==> src/rtl/seg7_scan_counter.sv <==
// Multi-digit hex/BCD up/down counter with a time-multiplexed 7-segment scan output.
// Optional: define LEADING_ZERO_BLANK_EN to blank leading zero digits (digit 0 always shown).
module seg7_scan_counter #(
    parameter int DIGITS   = 4,
    parameter int TICK_DIV = 10000000,
    parameter int SCAN_DIV = 1000,
    parameter int HEX_MODE = 1
) (
    input  logic                  clk,
    input  logic                  rst_n,
    input  logic                  en,
    input  logic                  up_dn,
    input  logic                  load,
    input  logic [4*DIGITS-1:0]   load_val,
    output logic [4*DIGITS-1:0]   count,
    output logic                  wrap,
    output logic [6:0]            segments,
    output logic [DIGITS-1:0]     digit_sel
);
    localparam int         CW   = 4 * DIGITS;
    localparam int         PW   = $clog2(TICK_DIV);
    localparam int         SW   = $clog2(SCAN_DIV);
    localparam int         IW   = (DIGITS > 1) ? $clog2(DIGITS) : 1;
    localparam logic [3:0] MAXD = (HEX_MODE != 0) ? 4'hF : 4'h9;

    logic [PW-1:0] presc;
    logic [SW-1:0] scan_cnt;
    logic [IW-1:0] scan_idx;
    logic          tick, scan_step;
    logic [CW-1:0] cnt_nxt, ld_val;
    logic          cnt_wrap;
    logic [3:0]    cur_dig;
    logic [6:0]    seg_nxt;
    logic [DIGITS-1:0] sel_nxt;

    function automatic logic [6:0] seg_enc(input logic [3:0] d);
        case (d)
            4'h0: seg_enc = 7'h3F;  4'h1: seg_enc = 7'h06;
            4'h2: seg_enc = 7'h5B;  4'h3: seg_enc = 7'h4F;
            4'h4: seg_enc = 7'h66;  4'h5: seg_enc = 7'h6D;
            4'h6: seg_enc = 7'h7D;  4'h7: seg_enc = 7'h07;
            4'h8: seg_enc = 7'h7F;  4'h9: seg_enc = 7'h6F;
            4'hA: seg_enc = 7'h77;  4'hB: seg_enc = 7'h7C;
            4'hC: seg_enc = 7'h39;  4'hD: seg_enc = 7'h5E;
            4'hE: seg_enc = 7'h79;  default: seg_enc = 7'h71;
        endcase
    endfunction

    assign tick      = en && (presc == PW'(TICK_DIV - 1));
    assign scan_step = (scan_cnt == SW'(SCAN_DIV - 1));

    // Ripple carry/borrow: a digit only moves while every lower digit wrapped.
    always_comb begin
        cnt_nxt  = count;
        cnt_wrap = 1'b1;
        for (int i = 0; i < DIGITS; i++) begin
            if (cnt_wrap) begin
                if (up_dn) begin
                    if (count[4*i +: 4] == MAXD) cnt_nxt[4*i +: 4] = 4'h0;
                    else begin
                        cnt_nxt[4*i +: 4] = count[4*i +: 4] + 4'h1;
                        cnt_wrap = 1'b0;
                    end
                end else begin
                    if (count[4*i +: 4] == 4'h0) cnt_nxt[4*i +: 4] = MAXD;
                    else begin
                        cnt_nxt[4*i +: 4] = count[4*i +: 4] - 4'h1;
                        cnt_wrap = 1'b0;
                    end
                end
            end
        end
    end

    // Out-of-range BCD digits load as 0 so the count never leaves 0..9.
    always_comb begin
        ld_val = load_val;
        for (int i = 0; i < DIGITS; i++)
            if (HEX_MODE == 0 && load_val[4*i +: 4] > 4'h9) ld_val[4*i +: 4] = 4'h0;
    end

    always_comb begin
        cur_dig = 4'h0;
        sel_nxt = '0;
        for (int i = 0; i < DIGITS; i++) begin
            if (scan_idx == IW'(i)) begin
                cur_dig    = count[4*i +: 4];
                sel_nxt[i] = 1'b1;
            end
        end
        seg_nxt = seg_enc(cur_dig);
`ifdef LEADING_ZERO_BLANK_EN
        begin
            logic blank;
            blank = (scan_idx != '0);
            for (int i = 0; i < DIGITS; i++)
                if (IW'(i) >= scan_idx && count[4*i +: 4] != 4'h0) blank = 1'b0;
            if (blank) seg_nxt = 7'h00;
        end
`endif
    end

    always_ff @(posedge clk) begin
        if (!rst_n) begin
            count     <= '0;
            wrap      <= 1'b0;
            presc     <= '0;
            scan_cnt  <= '0;
            scan_idx  <= '0;
            digit_sel <= DIGITS'(1);
            segments  <= 7'h3F;
        end else begin
            wrap <= 1'b0;
            if (load) begin
                count <= ld_val;
                presc <= '0;
            end else if (en) begin
                if (tick) begin
                    presc <= '0;
                    count <= cnt_nxt;
                    wrap  <= cnt_wrap;
                end else begin
                    presc <= presc + PW'(1);
                end
            end
            if (scan_step) begin
                scan_cnt <= '0;
                scan_idx <= (scan_idx == IW'(DIGITS - 1)) ? '0 : scan_idx + IW'(1);
            end else begin
                scan_cnt <= scan_cnt + SW'(1);
            end
            digit_sel <= sel_nxt;
            segments  <= seg_nxt;
        end
    end
endmodule

==> config.mk <==
export PLATFORM = sky130hd
export DESIGN_NAME = seg7_scan_counter
export DESIGN_NICKNAME = d
export VERILOG_FILES = /design/src/rtl/seg7_scan_counter.sv
export SDC_FILE = /design/constraint.sdc
export NUM_CORES = 1
export LEC_CHECK = 0
export ABC_AREA = 1
export ABC_CLOCK_PERIOD_IN_PS = 3100
export BUFFER_PORTS_ARGS = -buffer_cell sky130_fd_sc_hd__buf_2
export CORE_UTILIZATION = 45
export CTS_CLUSTER_DIAMETER = 150
export DETAILED_ROUTE_END_ITERATION = 10
export GPL_TIMING_DRIVEN = 0
export SLEW_MARGIN = 20
export SYNTH_ARGS = -nofsm -noshare
export SYNTH_HDL_FRONTEND = slang
export SYNTH_SLANG_ARGS = --single-unit
==> constraint.sdc <==
create_clock -name clk -period 3.1 [get_ports clk]
set_input_delay 0.155 -clock clk [delete_from_list [all_inputs] [get_ports clk]]
set_output_delay 0.155 -clock clk [all_outputs]
set_load 0.02 [all_outputs]
==> results.ini <==
[timing]
rsz0062_at_grt=no
setup_ws_ps=907
finalSetupTns_ps=0
max_freq_mhz=456
whs_ps=51.5
clock_skew_ps=10.8
hold_violations=0
slew_violations=0
worst_pin_slew_ps=647
period_share_pct=70.7
period_needed_ps=2190
slew_headroom_pct=56.9
finalSetupViolCount=0

[grt]
grt_pass1_wl_microns=16800
grt_usage_pct=23.7
grt_pass1_vias=3658
grt_antenna_before_repair=0
grt_overflow_total=0
grt_max_degree=12

[floorplanning]
dieArea_sq_um=9260
fp.dieH_microns=96.2
start_util_pct=46.0
ios=49
core_sq_um=8680
die_w_microns=96.2
rows=34

[yosys]
synthTopCellsByArea=dfxtp_1 (32%), nand2_1 (17%), nand3_1 (7.4%), nor2_1 (6.9%), ha_1 (6.6%)
synth_nets=658
ys.flop_type=dfxtp_1
synth_top_area_share_pct=32.1
postSynthCellCount=616
synthArstFlopShare_pct=0
synth_seq_cells=64
synth_edf_count=0
avgSynthCellArea_sq_um=6.49
netlist.top_cell.by_area=dfxtp_1
yosys.cell_types.count=33
yosys_warnings=0
seq_area_frac_synth_pct=32.1
syn-cell-area_sq_um=4000

[setup_path]
critPathRequiredTime_ps=3330
cp-start-kind=register
timing.setup.critical_path_class=register to register
cp_data_arrival_time_ps=2420
cp-end-kind=register
crit_fanout=6
r2r_cells=14

[layout]
nets=715
final_design_area_no_fill_sq_um=4540
syn_to_final_growth_pct=13.7
n_antenna_cell=0
fillers=920
drive_gt1_share_pct=15.5
final_cells=786

[clock_tree]
root_buffer=clkbuf_8
cts_setup_buffers=0
cts_buffers=9
hold_buffers=0
cts-resized-gates=0
worst_skew_pair.late_latency_ps=350
htree_num_levels=3
cts.sink_count=64
clock_path_buffers=2
cts_tree=done
clkSlewWorstSetupHoldPaths_ps=80

[hold_path]
worstHoldPathCells=3
hold_path.class=input port to register

[placed_design]
portBuffers=46
place_inst=770
dp_hpwl_microns=7580
dpl_worst_slack_ps=942
detailed_place.area_sq_um=4360
gp_congestion=0.887

[power_and_ir_drop]
power.density_nw_per_um2=411
peakVddDrop_mv=0.196
leakagePower_nw=2.05

[routing]
drc=0
drtIter0Drc=218
wl_per_cell_microns=12.8
wl_microns=10100
wl_met3_microns=468
vias_per_cell=5.13
wl_met2_microns=4410
m1WireLength_microns=5120
num_vias=4035
ant_nets=0
drt_pass1_iterations=4
highest_layer=met4

[job]
drv_cap=0

[outcome]
status=finished, final reports clean

-- sequential cells by signal (all words and copies together) (netlist names) --
| register | cells |
|---|---|
| scan_idx | 2 |
| count | 16 |
| wrap | 1 |
| segments | 7 |
| scan_cnt | 10 |
| presc | 24 |
| digit_sel | 4 |
-- final timing paths --
check                   start          end  slack (ps)
hold reg to reg   scan_cnt[0]  scan_cnt[0]         440
setup reg to reg  scan_idx[1]  segments[3]         910
setup / recovery  scan_idx[1]  segments[3]         910
hold / removal    load_val[2]     count[2]          50
-- cells in the mapped netlist, types with 5 or more instances --
cell	n
xor2_1	9
inv_2	5
nor2_1	73
nand2_2	6
buf_2	11
nor3_1	8
o21ai_0	21
a21oi_1	40
inv_1	62
nand2_1	181
nand3_1	59
nand3b_1	5
dfxtp_1	64
nand4_1	10
ha_1	21
-- cell families (layout without fill, tap and decap cells) --
logic type	Yosys count	in the layout	synth area share (%)
flip-flops	64	64	32.1
buffers and inverters	85	147	8.89
AND/OR/NAND/NOR	362	362	40.2
XOR/XNOR	11	11	2.41
adder cells (fa/ha/maj)	21	21	6.58
AO/OA/AOI/OAI	73	73	9.87
-- final cells by class --
type	count	area (sq um)	share of cell area, %
inverters	67	251	5.53
repair buffers	46	230	5.07
flip-flops and latches	64	1280	28.2
clock buffers	12	155	3.41
clock inverters	4	28.8	0.633
multi-input cells	467	2360	51.9
plain buffers	18	104	2.29
well taps	108	135	2.97
-- worst max-delay path: stages (launching register included) --
cell and delay, ps:
dfxtp_1 330, inv_1 100, ha_1 270, inv_1 130, nand3_1 80, o21ai_0 100
o21ai_0 180, nand2_1 200, inv_1 170, ha_1 210, inv_1 60, nand2_1 70
nand3_1 70, nand2_1 70, nand2_1 40
-- stage by stage --
step / util (%) / power [W]
6_report: 52.4 / 0.00187
5_1_grt: 52.4 / 0.00197
4_1_cts: 52.4 / 0.00188
3_5_place_dp: 50.2 / 0.00120
3_3_place_gp: 50.2 / 0.00119
2_1_floorplan: - / 0.00111
-- metal layers --
metal,GRT usage [%],vias up
li1,-,2088
met1,32.6,1841
met2,36.7,95
met3,5.37,11
met4,7.09,0
met5,0,-
-- layout by cell type (no fill, tap or decap), drive strengths merged, types with 2 or more instances in the layout --
cell type,Yosys,routed
nand4,10,10
a211oi,4,4
dfxtp,64,64
xnor2,2,2
clkinv,0,2
nor2,80,80
a21oi,40,40
nand3,62,62
o211ai,3,3
inv,67,67
clkbuf,2,14
nor3,10,10
nand2,189,189
xor2,9,9
ha,21,21
buf,16,62
nand3b,5,5
o21a,2,2
clkinvlp,0,2
nor3b,4,4
o21ai,23,23
-- power by group --
group | internal (W) | switching, W | total, W
registers | 0.000849 | 0.0000267 | 0.000875
logic | 0.000107 | 0.000200 | 0.000307
clock network | 0.000334 | 0.000350 | 0.000684
(Power assumes the default switching activity.)
